==> src/rtl/uart_rx.sv <==
`timescale 1ns/1ps
// uart_rx -- asynchronous serial receiver, 7/8 data bits, optional parity.
//
// Frame: start (low), 7+i_eight data bits LSB first, optional parity bit,
// one stop bit (high). The line is sampled at bit centres, timed by a
// down-counter reloaded with the latched bit time.
//
// Ports
//   i_clk    system clock, all state changes on its rising edge
//   i_rst    asynchronous active-high reset
//   i_rx     serial line (asynchronous, idle high)
//   i_read   one-cycle acknowledge of the held byte
//   i_eight  1 = 8 data bits, 0 = 7 data bits
//   i_pen    parity enable
//   i_ohel   parity sense, 1 = odd, 0 = even
//   i_rate   bit time in i_clk cycles (values below 4 behave as 4)
//   o_byte   last received data (bit 7 is 0 in 7-bit mode)
//   o_rxrdy  a byte is held and not yet read
//   o_perr / o_ferr / o_ovf  parity, framing and overrun flags
//
// Build option
//   UART_RX_SYNC2_EN  defined: i_rx passes a two-flop synchronizer.
//                     undefined: i_rx passes a single register.
module uart_rx #(
    parameter int RATE_W = 19
) (
    input  logic              i_clk,
    input  logic              i_rst,
    input  logic              i_rx,
    input  logic              i_read,
    input  logic              i_eight,
    input  logic              i_pen,
    input  logic              i_ohel,
    input  logic [RATE_W-1:0] i_rate,
    output logic [7:0]        o_byte,
    output logic              o_rxrdy,
    output logic              o_perr,
    output logic              o_ferr,
    output logic              o_ovf
);

    typedef enum logic [1:0] {IDLE, START, DATA, STOP} state_t;

    // Conditioned serial input
    logic rx_s;
`ifdef UART_RX_SYNC2_EN
    logic rx_meta;
    always_ff @(posedge i_clk or posedge i_rst) begin
        if (i_rst) begin
            rx_meta <= 1'b1;
            rx_s    <= 1'b1;
        end else begin
            rx_meta <= i_rx;
            rx_s    <= rx_meta;
        end
    end
`else
    always_ff @(posedge i_clk or posedge i_rst) begin
        if (i_rst) rx_s <= 1'b1;
        else       rx_s <= i_rx;
    end
`endif

    state_t            state;
    logic [RATE_W-1:0] cnt;
    logic [RATE_W-1:0] rate_q;
    logic [3:0]        bit_idx;
    logic [8:0]        shreg;      // data bits, then parity bit right above them
    logic              eight_q, pen_q, ohel_q;
    logic              armed;      // cleared after a low stop bit until the line idles high
    logic              done;       // stop sampled; outputs update next cycle
    logic              stop_low;

    logic [RATE_W-1:0] rate_eff;
    logic              tick;
    logic [3:0]        nbits;
    logic [7:0]        data_w;
    logic              par_bit;
    logic              perr_w;

    assign rate_eff = (i_rate < RATE_W'(4)) ? RATE_W'(4) : i_rate;
    // Sample when the counter reaches 1 and reload with the full rate: one
    // sample every rate cycles, with the half-bit preload landing near centre.
    assign tick     = (cnt == RATE_W'(1));
    assign nbits    = 4'd7 + {3'b000, eight_q} + {3'b000, pen_q};
    assign data_w   = eight_q ? shreg[7:0] : {1'b0, shreg[6:0]};
    assign par_bit  = eight_q ? shreg[8] : shreg[7];
    assign perr_w   = pen_q & (par_bit ^ (^data_w) ^ ohel_q);

    always_ff @(posedge i_clk or posedge i_rst) begin
        if (i_rst) begin
            state    <= IDLE;
            cnt      <= '0;
            rate_q   <= '0;
            bit_idx  <= '0;
            shreg    <= '0;
            eight_q  <= 1'b0;
            pen_q    <= 1'b0;
            ohel_q   <= 1'b0;
            armed    <= 1'b1;
            done     <= 1'b0;
            stop_low <= 1'b0;
            o_byte   <= 8'h00;
            o_rxrdy  <= 1'b0;
            o_perr   <= 1'b0;
            o_ferr   <= 1'b0;
            o_ovf    <= 1'b0;
        end else begin
            // Completion below overrides this when both land in one cycle.
            if (i_read) begin
                o_rxrdy <= 1'b0;
                o_ovf   <= 1'b0;
            end
            case (state)
                IDLE: begin
                    if (rx_s) armed <= 1'b1;
                    if (armed && !rx_s) begin
                        state   <= START;
                        cnt     <= rate_eff >> 1;
                        rate_q  <= rate_eff;
                        eight_q <= i_eight;
                        pen_q   <= i_pen;
                        ohel_q  <= i_ohel;
                        shreg   <= '0;
                        bit_idx <= '0;
                    end
                end
                START: begin
                    if (tick) begin
                        cnt   <= rate_q;
                        state <= rx_s ? IDLE : DATA;  // high at half-bit: false start
                    end else begin
                        cnt <= cnt - RATE_W'(1);
                    end
                end
                DATA: begin
                    if (tick) begin
                        cnt            <= rate_q;
                        shreg[bit_idx] <= rx_s;
                        bit_idx        <= bit_idx + 4'd1;
                        if (bit_idx == nbits - 4'd1) state <= STOP;
                    end else begin
                        cnt <= cnt - RATE_W'(1);
                    end
                end
                STOP: begin
                    if (done) begin
                        done    <= 1'b0;
                        state   <= IDLE;
                        armed   <= !stop_low;
                        o_byte  <= data_w;
                        o_perr  <= perr_w;
                        o_ferr  <= stop_low;
                        o_rxrdy <= 1'b1;
                        o_ovf   <= o_rxrdy & ~i_read;
                    end else if (tick) begin
                        stop_low <= !rx_s;
                        done     <= 1'b1;
                    end else begin
                        cnt <= cnt - RATE_W'(1);
                    end
                end
                default: state <= IDLE;
            endcase
        end
    end

endmodule

==> config.mk <==
export PLATFORM = sky130hd
export DESIGN_NAME = uart_rx
export DESIGN_NICKNAME = d
export VERILOG_FILES = /design/src/rtl/uart_rx.sv
export SDC_FILE = /design/constraint.sdc
export NUM_CORES = 1
export LEC_CHECK = 0
export BUFFER_PORTS_ARGS = -buffer_cell sky130_fd_sc_hd__buf_2
export CAP_MARGIN = 20
export CORE_MARGIN = 5
export CORE_UTILIZATION = 45
export CTS_CLUSTER_SIZE = 40
export DETAILED_ROUTE_END_ITERATION = 10
export PLACE_DENSITY = 0.59
export SYNTH_ARGS = -nofsm -noshare
export SYNTH_HDL_FRONTEND = slang
export SYNTH_SLANG_ARGS = --single-unit
==> constraint.sdc <==
create_clock -name i_clk -period 4.2 [get_ports i_clk]
set_clock_uncertainty 0.05 [all_clocks]
set_input_delay 1.26 -clock i_clk [delete_from_list [all_inputs] [get_ports i_clk]]
set_output_delay 1.26 -clock i_clk [all_outputs]
set_load 0.05 [all_outputs]
# == Word level (Yosys, flattened, before mapping) ==
# Cells that the tools add are included.
# word_totals
inputBits,26
wordCells,95
ff_bits,72
out_inout_bits,12
# op_classes
bitwise_logic,6
n_lt_le_gt_ge,3
muxes,35
n_reduce_logical,16
addsub,5
eq_ne,13
# ops
operator,count
$mux 19,5
$pmux 19 s3,1
$eq 19x1->1 const B,1
$lt 19x3->1 const B,1
$sub 19x1->19 const B,1
$mux 9,2
$pmux 9 s2,1
$ne 2x2->1 const B,8
$mux 1,12
$mux 2,6
$reduce_and 3->1,4
$bwmux 9,1
$mux 4,2
$mux 8,1
$pmux 2 s4,1
$pmux 4 s2,1
$reduce_xor 8->1,1
$lt 4x5->1 const B,1
$reduce_and 5->1,1
$add 3x1->4 const A,1
$add 4x1->4,1
$add 4x1->4 const B,1
$demux 1 s4,1
$eq 2x2->1 const B,2
14 further kinds,21

# == Longest topological paths before layout ==
# Gate-level depths: netlist of the first run.
# depth
depth_word,7
depth_mapped,10
ltp_nobuf,8

# == Worst setup path before layout of the first run ==
# No wires, ideal clock.
# synth_path
path_kind,input to register
startpoint,input port i_rate[15]
endpoint,register cnt[1]
required_ns,4.034
arrival_ns,2.369
setup_slack_ns,1.665
setup_ns,0.116
n_path_buf,0
path_stages,6
path_cell_list,nor4_1 > nand4_1 > nor4_1 > o21a_1 > o22ai_1 > o311ai_0
# synth_between
elab_chain_cells,4
# synth_rtl
element,line,rtl
from (decl),34,"input logic [RATE_W-1:0] i_rate,"
$lt 19x3->1,81,assign rate_eff = (i_rate < RATE_W'(4)) ? RATE_W'(4) : i_rate;
$mux 19,81,
$mux 19,117,if (armed && !rx_s) begin
$pmux 19 s3,114,case (state)
to (signal assigned),119,cnt <= rate_eff >> 1;
to (signal assigned),130,cnt <= rate_q;
to (signal assigned),133,cnt <= cnt - RATE_W'(1);
to (decl),65,logic [RATE_W-1:0] cnt;
# No other way between the ends. The select of a mux whose other input is x is not followed.
# A chain may end at the register's enable or synchronous reset.

# == Worst setup path in the final report of the first run ==
# layout_path
startpoint,register state[0]
endpoint,register cnt[12]
# layout_between
elab_chain_cells,3
elab_cells_between_ends,10
cone_classes,eq/ne: 6; mux: 1; reduce/logical: 3
# layout_rtl
element,line,rtl
from (decl),64,state_t state;
from (signal assigned),131,state <= rx_s ? IDLE : DATA;
"$eq 2x2->1, or another cell as far along",114,
$reduce_or 2->1 (no source line) or $ne 2x2->1 (tied branches),-,
$pmux 19 s3 or $reduce_and 3->1 (tied branches),-,
# Parallel ways exist; a longest one is shown, timed or not.

==> out/qor.yml, run 1 <==
run_status:
  status: "complete, no violations"
power:
  p_clk_share_pct: 19.5
  leakagePower_nw: 1.997
  combPwrFrac_pct: 45.0
  power_density_mw_per_mm2: 679.1
  power_switching_mw: 1.330
  irDropWorstVdd_v: 0.0003658
  swShare_pct: 42.31
  seq_power_share_pct: 35.5
  p_int_mw: 1.813
place:
  port_buffers: 37
  hpwl_um: 7926
  gp_congestion: 0.8882
  placed_cell_area_mm2: 0.004409
logic_synthesis:
  ys.flop_type: "dfrtp_1"
  yosysWarnings: 0
  ys_types: 64
  synth_top_cell_by_area: "dfrtp_1"
  synth_edf_count: 0
  synth.area.top_cells: "dfrtp_1 (42%), mux2_2 (8.2%), o21ai_0 (5.0%), nand2_1 (4.1%), ha_1 (3.3%)"
  syn_avg_cell_area_um2: 9.875
  syn_inst: 419
  synthesis.area_mm2: 0.004138
  synth-seq-cells: 72
  ys_seq_area_share_pct: 43.60
  yosysTopAreaCellShare_pct: 42.33
  syn_nets: 456
  async_flop_share_pct: 100.0
sta:
  hold_viol: 0
  finalCriticalPeriod_ns: 2.909
  worst_pin_slew_ns: 0.8157
  finalSetupTns_ns: 0
  setup_viol: 0
  rsz0062_at_grt: "no"
  fin_crit_sh_pct: 69.27
  hold_ws_ns: 0.4281
  drv_slew: 0
  max_freq_ghz: 0.3437
  slew-limit-headroom_pct: 45.12
route:
  viasPerCell: 6.063
  vias: 3444
  first_iter_violations: 203
  wl_per_cell_um: 19.69
  ant_nets: 0
  dr.pass1.iters: 5
  wirelength_um: 11180
  drcViolationCount: 0
global_routing:
  overflow: 0
  first_global_vias: 3442
  antenna_found_initial: 0
  grtUsageTotal_pct: 20.57
  grt_pass1_wl_um: 18280
  grt_max_degree: 73
final_layout:
  nets: 489
  layout_common_cells: "dfrtp_1 (70), nand2_1 (45), o21ai_0 (41), buf_2 (37), mux2_2 (30)"
  final_area_mm2: 0.004628
  final_common_cell: "dfrtp_1"
  num_antenna_cells: 0
  drive_gt1_share_pct: 23.19
  area_delta_synth_final_pct: 11.85
  fillers: 861
  utilization_pct: 50.81
clocking:
  post_cts_buffers: 0
  path_clk_slew_ns: 0.09
  root_buffer: "clkbuf_8"
  clockBufferDepth: 2
  cts_tree: "yes"
  cts_sinks: 72
  holdBufCountCts: 0
  cts_buffers: 9
  clk-insertion-delay-late_ns: 0.35
  post_cts_resized: 0
  cts_htree_levels: 3
setup_path:
  worstPathArrival_ns: 3.10
  critPathMaxFanout: 26
  crit_path_frequent_cell: "o21ai_0"
  critical_path_class: "reg2reg"
  required_ns: 4.39
  slowest_delay_ns: 0.70
  reg2reg_depth: 6
  crit_buf_inv: 0
  crit_path_end_kind: "flip-flop"
  worstPathCellList: "ha_1 > nand2_1 > o21ai_0 > a31oi_4 > o21ai_0 > a221o_1"
  cp-start-kind: "flip-flop"
  crit_cells: 6
  cp_top_family: "compound AO/OA/AOI/OAI gates"
  slowest_stage: "a31oi_4"
floorplanning:
  rows: 35
  fp.dieArea_mm2: 0.01121
  die_w_um: 105.9
  io_pins: 38
  floorplan.initialDensity_pct: 45.43
  die-height_um: 105.9
  core_mm2: 0.009109
job:
  drv_cap: 0
worst_hold_path:
  hold_depth: 2
  hold_path.class: "reg2reg"
-- layer usage --
layer,global-route usage (%),part of all wire (%),vias up
li1,-,-,1613
met5,0,0,-
met3,4.675,6.1,19
met1,28.92,46,1704
met2,32.01,46,108
met4,5.643,1.5,0
-- tightest hold or removal path, delay by kind of cell (launching register included) --
kind	cells	cell delay, ns
flip-flops	1	0.34
AND/OR/NAND/NOR	1	0.05
AO/OA/AOI/OAI	1	0.06
-- power groups by stage --
stage               Sequential [mW]  Clock, mW  Combinational [mW]
floorplan                      1.05          0                1.10
global placement               1.12          0                1.38
detailed placement             1.12          0                1.40
CTS                            1.11      0.627                1.40
global route                   1.14      0.658                1.56
finish                         1.12      0.611                1.42
-- logic make-up (layout without fill, tap and decap cells) --
family	after synthesis	after routing	share of synthesized area [%]
compound gates	121	121	20.32
xor+xnor	14	14	2.963
fa+ha+maj	11	11	3.326
buf+inv	33	71	3.659
flops	72	72	43.60
mux	34	34	9.132
simple gates	134	134	16.99
-- worst paths after layout --
kind / start / to / slack, ns
worst max register to register: state[0]$_DFFE_PP0P_ / cnt[12]$_DFFE_PP0P_ / 1.29
worst max-delay path: state[0]$_DFFE_PP0P_ / cnt[12]$_DFFE_PP0P_ / 1.29
worst min register to register: rate_q[0]$_DFFE_PP0P_ / rate_q[0]$_DFFE_PP0P_ / 0.43
max in group asynchronous: i_rst / rx_s$_DFF_PP1_ / 2.83
min in group asynchronous: i_rst / ohel_q$_DFFE_PP0P_ / 0.95
worst min-delay path: rate_q[0]$_DFFE_PP0P_ / rate_q[0]$_DFFE_PP0P_ / 0.43
-- sequential cells by signal, summed over array words and instances, names as in the netlist, 4 cells and up, named ones only --
signal	cells
bit_idx	4
cnt	19
o_byte	8
rate_q	19
shreg	9
-- synth_stat cells, types with 4 or more instances --
| library cell | instances |
|---|---|
| dfrtp_1 | 70 |
| nor4_1 | 9 |
| o2bb2ai_1 | 5 |
| nor3_1 | 9 |
| o22ai_1 | 4 |
| ha_1 | 11 |
| mux2_2 | 30 |
| xnor2_1 | 9 |
| nand2b_1 | 5 |
| clkbuf_1 | 15 |
| a21oi_1 | 12 |
| nor2_1 | 25 |
| a22oi_1 | 5 |
| nor2b_1 | 5 |
| o21ai_0 | 41 |
| nand3_1 | 10 |
| a21boi_0 | 4 |
| nand2_1 | 45 |
| or4_1 | 4 |
| xor2_1 | 5 |
| o31ai_1 | 7 |
| a22o_1 | 9 |
| inv_1 | 13 |
| mux2i_1 | 4 |
-- final cells by class --
type	instances	area, µm²	share of cell area [%]
clock buffer	9	123.9	2.676
clock inverter	7	95.09	2.055
inverter	13	48.80	1.054
multi-input combinational	314	2182	47.15
sequential	72	1804	38.98
tap	111	138.9	3.001
timing repair buffer	42	235.2	5.082
-- stage by stage --
step / worst slack (ns) / total power, mW / cells
4_1_cts: 1.278 / 3.141 / 568
6_report: 1.291 / 3.143 / 568
3_3_place_gp: 1.278 / 2.495 / 552
5_1_grt: 0.9975 / 3.351 / 568
2_1_floorplan: 1.068 / 2.154 / 419
3_5_place_dp: 1.224 / 2.519 / 552
Note: power is estimated with default switching activity, not from simulation.
==> run 2, diff against run 1 <==
- ABC_AREA: unset -> 1
- PLACE_DENSITY: 0.59 -> 0.61
- clock period: 4.2 -> 2.61 ns (I/O delays scaled with it)
==> out/qor.yml, run 2 <==
run_status:
  status: "complete, no violations"
power:
  leakagePower_nw: 2.551  # +28%
  irDropWorstVdd_v: 0.0004345  # +19%
  power_density_mw_per_mm2: 1073  # +58%
clocking:
  path_clk_slew_ns: 0.08  # about the same
  root_buffer: "clkbuf_8"
  cts_buffers: 9  # unchanged
  cts_sinks: 72  # unchanged
  post_cts_buffers: 0  # unchanged
  holdBufCountCts: 0  # unchanged
  post_cts_resized: 0  # unchanged
  clockBufferDepth: 2  # unchanged
  cts_tree: "yes"
  clk-insertion-delay-late_ns: 0.36  # about the same
  cts_htree_levels: 3  # unchanged
floorplanning:
  core_mm2: 0.009684  # +6.3%
  floorplan.initialDensity_pct: 45.52  # +0.091 points
  rows: 36  # +2.9%
  io_pins: 38  # unchanged
  die-height_um: 109.0  # +2.9%
  die_w_um: 109.0  # +2.9%
  fp.dieArea_mm2: 0.01187  # +5.9%
logic_synthesis:
  synth_top_cell_by_area: "dfrtp_1"
  synth_simple_gate_area_share_pct: 32.39  # +15 points
  synthesis.area_mm2: 0.004408  # +6.5%
  ys_types: 39  # -39%
  yosysWarnings: 0  # unchanged
  syn_inst: 601  # +43%
  synth_top_family_by_area: "simple AND/OR/NAND/NOR gates"
  synth-seq-cells: 72  # unchanged
  syn_avg_cell_area_um2: 7.334  # -26%
  synth_common_cells: "nand2_1 (203), dfrtp_1 (70), inv_1 (64)"
  yosysTopAreaCellShare_pct: 39.74  # -2.6 points
  synthMuxAreaShare_pct: 0  # -9.1 points
  yosysMostFrequentCell: "nand2_1"
  synth_compound_area_share_pct: 12.04  # -8.3 points
  synth_xor_area_share_pct: 3.378  # +0.41 points
  ys_seq_area_share_pct: 40.93  # -2.7 points
  ys.flop_type: "dfrtp_1"
  synthAdderAreaFrac_pct: 3.122  # -0.20 points
  synth.area.top_cells: "dfrtp_1 (40%), nand2_1 (17%), inv_1 (5.4%), nor2_1 (4.7%), nand3_1 (4.4%)"
  async_flop_share_pct: 100.0  # unchanged
  synth_edf_count: 0  # unchanged
  syn_nets: 638  # +40%
global_routing:
  antenna_found_initial: 0  # unchanged
  grt_pass1_wl_um: 18720  # +2.4%
  first_global_vias: 3781  # +9.8%
  grt_max_degree: 73  # unchanged
  grtUsageTotal_pct: 20.19  # -0.38 points
  overflow: 0  # unchanged
final_layout:
  num_antenna_cells: 0  # unchanged
  fillers: 976  # +13%
  nets: 676  # +38%
  utilization_pct: 51.46  # +0.65 points
  biggestRegsByFlops: "cnt x19, rate_q x19, shreg x9"
  area_delta_synth_final_pct: 13.06
  layout_common_cells: "nand2_1 (203), dfrtp_1 (70), inv_1 (63), nor2_1 (55), nand3_1 (39)"
  drive_gt1_share_pct: 13.98  # -9.2 points
  final_common_cell: "nand2_1"
place:
  port_buffers: 37  # unchanged
  hpwl_um: 8098  # +2.2%
  gp_congestion: 0.8768  # -1.3%
route:
  wl_per_cell_um: 14.08  # -28%
  drcViolationCount: 0  # unchanged
  first_iter_violations: 331  # +63%
  dr.pass1.iters: 5  # unchanged
  vias: 3853  # +12%
  viasPerCell: 4.959  # -18%
  wirelength_um: 10940  # -2.2%
  ant_nets: 0  # unchanged
sta:
  drv_slew: 0  # unchanged
  fin_crit_sh_pct: 84.42  # +15 points
  slew-limit-headroom_pct: 72.64  # +28 points
  max_freq_ghz: 0.4538  # +32%
  finalSetupTns_ns: 0  # unchanged
  rsz0062_at_grt: "no"
  worst_pin_slew_ns: 0.4098  # -0.4059 ns
  hold_viol: 0  # unchanged
  finalCriticalPeriod_ns: 2.203  # -0.7057 ns
  setup_viol: 0  # unchanged
  hold_ws_ns: 0.4315  # +0.003407 ns
setup_path:
  critPathMaxFanout: 18  # -31%
  required_ns: 2.85  # -1.54 ns
  critical_path_class: "reg2reg"
  crit_path_end_kind: "flip-flop"
  cp-start-kind: "flip-flop"
  worstPathArrival_ns: 2.44  # -0.66 ns
worst_hold_path:
  hold_path.class: "reg2reg"
job:
  drv_cap: 0  # unchanged
## run 2: logic make-up (layout without fill, tap and decap cells)
family / count (synthesis) / in the layout
buffers and inverters: 84 / 127
xor gates and xnor gates: 17 / 17
AOI/OAI and AO/OA: 88 / 88
DFF: 72 / 72
and+or+nand+nor: 329 / 329
adders and majority gates: 11 / 11
## run 2: metal layers
layer  routed length (µm)  vias up  GRT usage, %
li1                     -     1972             -
met1                 5493     1789         29.84
met2                 4680       78         29.52
met3                  582       14         4.085
met4                  182        0         6.492
met5                    0        -             0
## run 2: area by class of cell
type	instances	area [µm²]	area share, %
multi-input combinational	445	2245	45.04
timing repair buffer	43	255.2	5.122
clock inverter	5	102.6	2.059
clock buffer	11	151.4	3.038
tap	133	166.4	3.339
sequential	72	1804	36.20
inverter	68	259.0	5.197
## run 2: where the power goes
| group | switching (mW) | internal [mW] | leakage, nW | total (mW) |
|---|---|---|---|---|
| Clock | 0.451 | 0.686 | 0.126 | 1.14 |
| Combinational | 1.59 | 0.830 | 1.50 | 2.42 |
| Sequential | 0.326 | 1.47 | 0.926 | 1.79 |
| Total | 2.36 | 2.98 | 2.55 | 5.35 |
## run 2: worst paths after layout
| path | endpoint | depth (start not counted) | from | slack [ns] |
|---|---|---|---|---|
| worst max-delay path | cnt[15]$_DFFE_PP0P_ | 10 | state[0]$_DFFE_PP0P_ | 0.41 |
| min in group asynchronous | rate_q[13]$_DFFE_PP0P_ | 3 | i_rst | 0.46 |
| worst min register to register | o_perr$_DFFE_PP0P_ | 2 | o_perr$_DFFE_PP0P_ | 0.43 |
| max in group asynchronous | armed$_DFFE_PP1P_ | 3 | i_rst | 1.68 |
| worst min-delay path | o_perr$_DFFE_PP0P_ | 2 | o_perr$_DFFE_PP0P_ | 0.43 |
| worst max register to register | cnt[15]$_DFFE_PP0P_ | 10 | state[0]$_DFFE_PP0P_ | 0.41 |
## run 2: stage by stage
stage / power, mW / setup WS (ns) / instance area, µm² / instances
floorplan: 3.663 / 0.8234 / 4412 / 601
global placement: 4.146 / 0.4914 / 4730 / 761
detailed placement: 4.207 / 0.4166 / 4730 / 761
CTS: 5.358 / 0.3983 / 4984 / 777
global route: 5.821 / 0.2331 / 4984 / 777
finish: 5.345 / 0.4066 / 4984 / 777
## run 2: critical path, cell delays in order, from the launching register on
cell	delay, ns
dfrtp_1	0.41
inv_1	0.12
ha_1	0.33
buf_4	0.25
nor2_2	0.21
inv_1	0.10
nor2_4	0.27
nand2_1	0.08
nand2_1	0.13
nor2_1	0.05
a21boi_1	0.12
==> run 3, diff against run 2 <==
- clock period: 2.61 -> 2 ns (I/O delays scaled with it)
==> out/qor.yml, run 3 (same netlist as run 2, synthesis figures left out) <==
run_status:
  status: "complete, no violations"
setup_path:
  required_ns: 2.25  # -0.60 ns
  ff2ff_setup_slack_ns: 0.06  # -0.35 ns
  critPathMaxFanout: 6  # -12
  cp_top_family: "simple AND/OR/NAND/NOR gates"
  slowest_delay_ns: 0.39  # -0.02 ns
  reg2reg_depth: 12  # +2
  crit_path_frequent_cell: "nand2_1"
  critical_path_class: "reg2reg"
  worstPathArrival_ns: 2.19  # -0.25 ns
  cp-start-kind: "flip-flop"
  crit_path_end_kind: "flip-flop"
  worstPathCellList: "inv_2 > ha_4 > inv_2 > nor2_1 > nand3_1 > nor2_4 > nand2_4 > nor2_2 > nand2_1 > nand2_1 > o21ai_0 > nand2_1"
  crit_buf_inv: 2  # -1
  r2r_start: "cnt[1]$_DFFE_PP0P_"
  timing.rr.end: "cnt[10]$_DFFE_PP0P_"
  slowest_stage: "dfrtp_1"
clocking:
  holdBufCountCts: 0  # unchanged
  cts_sinks: 72  # unchanged
  cts_htree_levels: 3  # unchanged
  root_buffer: "clkbuf_8"
  cts_tree: "yes"
  path_clk_slew_ns: 0.08  # about the same
  clk-insertion-delay-late_ns: 0.37  # about the same
  cts_buffers: 9  # unchanged
  clockBufferDepth: 2  # unchanged
route:
  viasPerCell: 5.020  # +1.2%
  wirelength_um: 11380  # +4.0%
  dr.pass1.iters: 4  # -1
  vias: 3991  # +3.6%
  ant_nets: 0  # unchanged
  wl_per_cell_um: 14.31  # +1.7%
  drcViolationCount: 0  # unchanged
  first_iter_violations: 261  # -21%
power:
  leakagePower_nw: 2.641  # +3.5%
  power_switching_mw: 3.255  # +38%
  fin_total_pwr_mw: 7.302  # +37%
  p_int_mw: 4.046  # +36%
  power_density_mw_per_mm2: 1407  # +31%
  p_clk_share_pct: 19.7  # -1.6 points
  swShare_pct: 44.58  # +0.38 points
  irDropWorstVdd_v: 0.0005752  # +32%
  combPwrFrac_pct: 48.4  # +3.2 points
  seq_power_share_pct: 31.9  # -1.6 points
final_layout:
  area_delta_synth_final_pct: 17.71
  final_common_cell: "nand2_1"
  layout_common_cells: "nand2_1 (193), dfrtp_1 (69), inv_1 (60), nor2_1 (55), nand3_1 (38)"
  drive_gt1_share_pct: 19.03  # +5.1 points
  num_antenna_cells: 0  # unchanged
  biggestRegsByFlops: "cnt x19, rate_q x19, shreg x9"
  nets: 694  # +2.7%
  final_area_mm2: 0.005189  # +4.1%
sta:
  setup_viol: 0  # unchanged
  drv_slew: 0  # unchanged
  finalSetupTns_ns: 0  # unchanged
  max_freq_ghz: 0.5155  # +14%
  slew-limit-headroom_pct: 74.29  # +1.6 points
  worst_pin_slew_ns: 0.3849  # -0.02490 ns
  rsz0062_at_grt: "yes"
  finalCriticalPeriod_ns: 1.940  # -0.2638 ns
  fin_crit_sh_pct: 96.98  # +13 points
  hold_viol: 0  # unchanged
floorplanning:
  core_mm2: 0.009684  # unchanged
  die-height_um: 109.0  # unchanged
  fp.dieArea_mm2: 0.01187  # unchanged
  floorplan.initialDensity_pct: 45.52  # unchanged
  io_pins: 38  # unchanged
  die_w_um: 109.0  # unchanged
  rows: 36  # unchanged
global_routing:
  grt_pass1_wl_um: 18690  # -0.14%
  grtUsageTotal_pct: 20.27  # +0.085 points
  overflow: 0  # unchanged
  gr-usage-met2_pct: 28.82  # -0.70 points
  first_global_vias: 3810  # +0.77%
  grtUsageMet3_pct: 2.664  # -1.4 points
  grt_max_degree: 33  # -55%
  grt.met1_usage_pct: 30.75  # +0.91 points
  antenna_found_initial: 0  # unchanged
  busiest_layer: "met1"
job:
  drv_cap: 0  # unchanged
place:
  port_buffers: 37  # unchanged
  gp_congestion: 0.8789  # +0.24%
  hpwl_um: 8482  # +4.7%
  placed_cell_area_mm2: 0.004840  # +2.3%
worst_hold_path:
  hold_path.class: "in2async"
-- run 3: changes by cell type in the layout (fill, tap and decap cells not counted), moves of 2 or more --
cell / previous run / this run
ha_1: 11 / 9
nand2_2: 5 / 13
inv_1: 63 / 60
nand2_4: 3 / 5
clkbuf_8: 11 / 9
inv_2: 3 / 5
nand2_1: 203 / 193
buf_4: 4 / 19
-- run 3: layout make-up --
| type | count | area (µm²) |
|---|---|---|
| Inverter | 68 | 261.5 |
| Fill cell | 982 | 4496 |
| Clock buffer | 9 | 123.9 |
| Sequential cell | 72 | 1805 |
| Timing Repair Buffer | 60 | 399.1 |
| Tap cell | 133 | 166.4 |
| Multi-Input combinational cell | 446 | 2315 |
| Clock inverter | 7 | 117.6 |
-- run 3: metrics by stage --
step | setup slack, ns | cells | hold slack [ns] | util (%)
2_1_floorplan | 0.2134 | 601 | 0.3866 | -
3_3_place_gp | 0.05341 | 774 | 0.4082 | 49.97
3_5_place_dp | -0.02816 | 774 | 0.4129 | 49.97
4_1_cts | 0.03363 | 790 | 0.1647 | 52.49
5_1_grt | -0.04991 | 795 | 0.1846 | 53.58
6_report | 0.06032 | 795 | 0.1606 | 53.58
-- run 3: worst register-to-register path, delay by kind of cell (launching register included) --
| family | cells | cell delay [ns] |
|---|---|---|
| DFF | 1 | 0.39 |
| and+or+nand+nor | 8 | 1.06 |
| buffers and inverters | 2 | 0.12 |
| adders and majority gates | 1 | 0.12 |
| AOI/OAI and AO/OA | 1 | 0.14 |
-- run 3: routing by layer --
layer | up-vias | share of wire (%)
li1 | 2014 | -
met5 | - | 0
met2 | 93 | 43
met1 | 1870 | 52
met3 | 14 | 3.9
met4 | 0 | 1.6
-- run 3: repair_timing --
action,CTS,global route
pin swaps,0,8
endpoints found under the setup margin,4,28
resized for setup,1,24
endpoints found under the hold margin,0,0
setup buffers,0,4
gates cloned,0,1
-- run 3: worst max-delay path by stage --
stage | startpoint | to | slack [ns] | cells after the start
final | cnt[1]$_DFFE_PP0P_ | cnt[10]$_DFFE_PP0P_ | 0.06 | 12
after global placement | state[0]$_DFFE_PP0P_ | shreg[8]$_DFFE_PP0P_ | 0.05 | 8
after CTS | state[0]$_DFFE_PP0P_ | cnt[8]$_DFFE_PP0P_ | 0.03 | 11
after floorplan | state[0]$_DFFE_PP0P_ | cnt[9]$_DFFE_PP0P_ | 0.21 | 11
after detailed placement | state[0]$_DFFE_PP0P_ | shreg[8]$_DFFE_PP0P_ | -0.03 | 8
after global routing | cnt[1]$_DFFE_PP0P_ | cnt[5]$_DFFE_PP0P_ | -0.05 | 12
-- run 3: power groups by stage --
stage | logic (mW) | clock network (mW) | registers [mW]
after global routing | 3.97 | 1.51 | 2.38
final | 3.53 | 1.44 | 2.33
after floorplan | 2.56 | 0 | 2.22
after global placement | 3.27 | 0 | 2.31
after CTS | 3.36 | 1.46 | 2.30
after detailed placement | 3.34 | 0 | 2.32
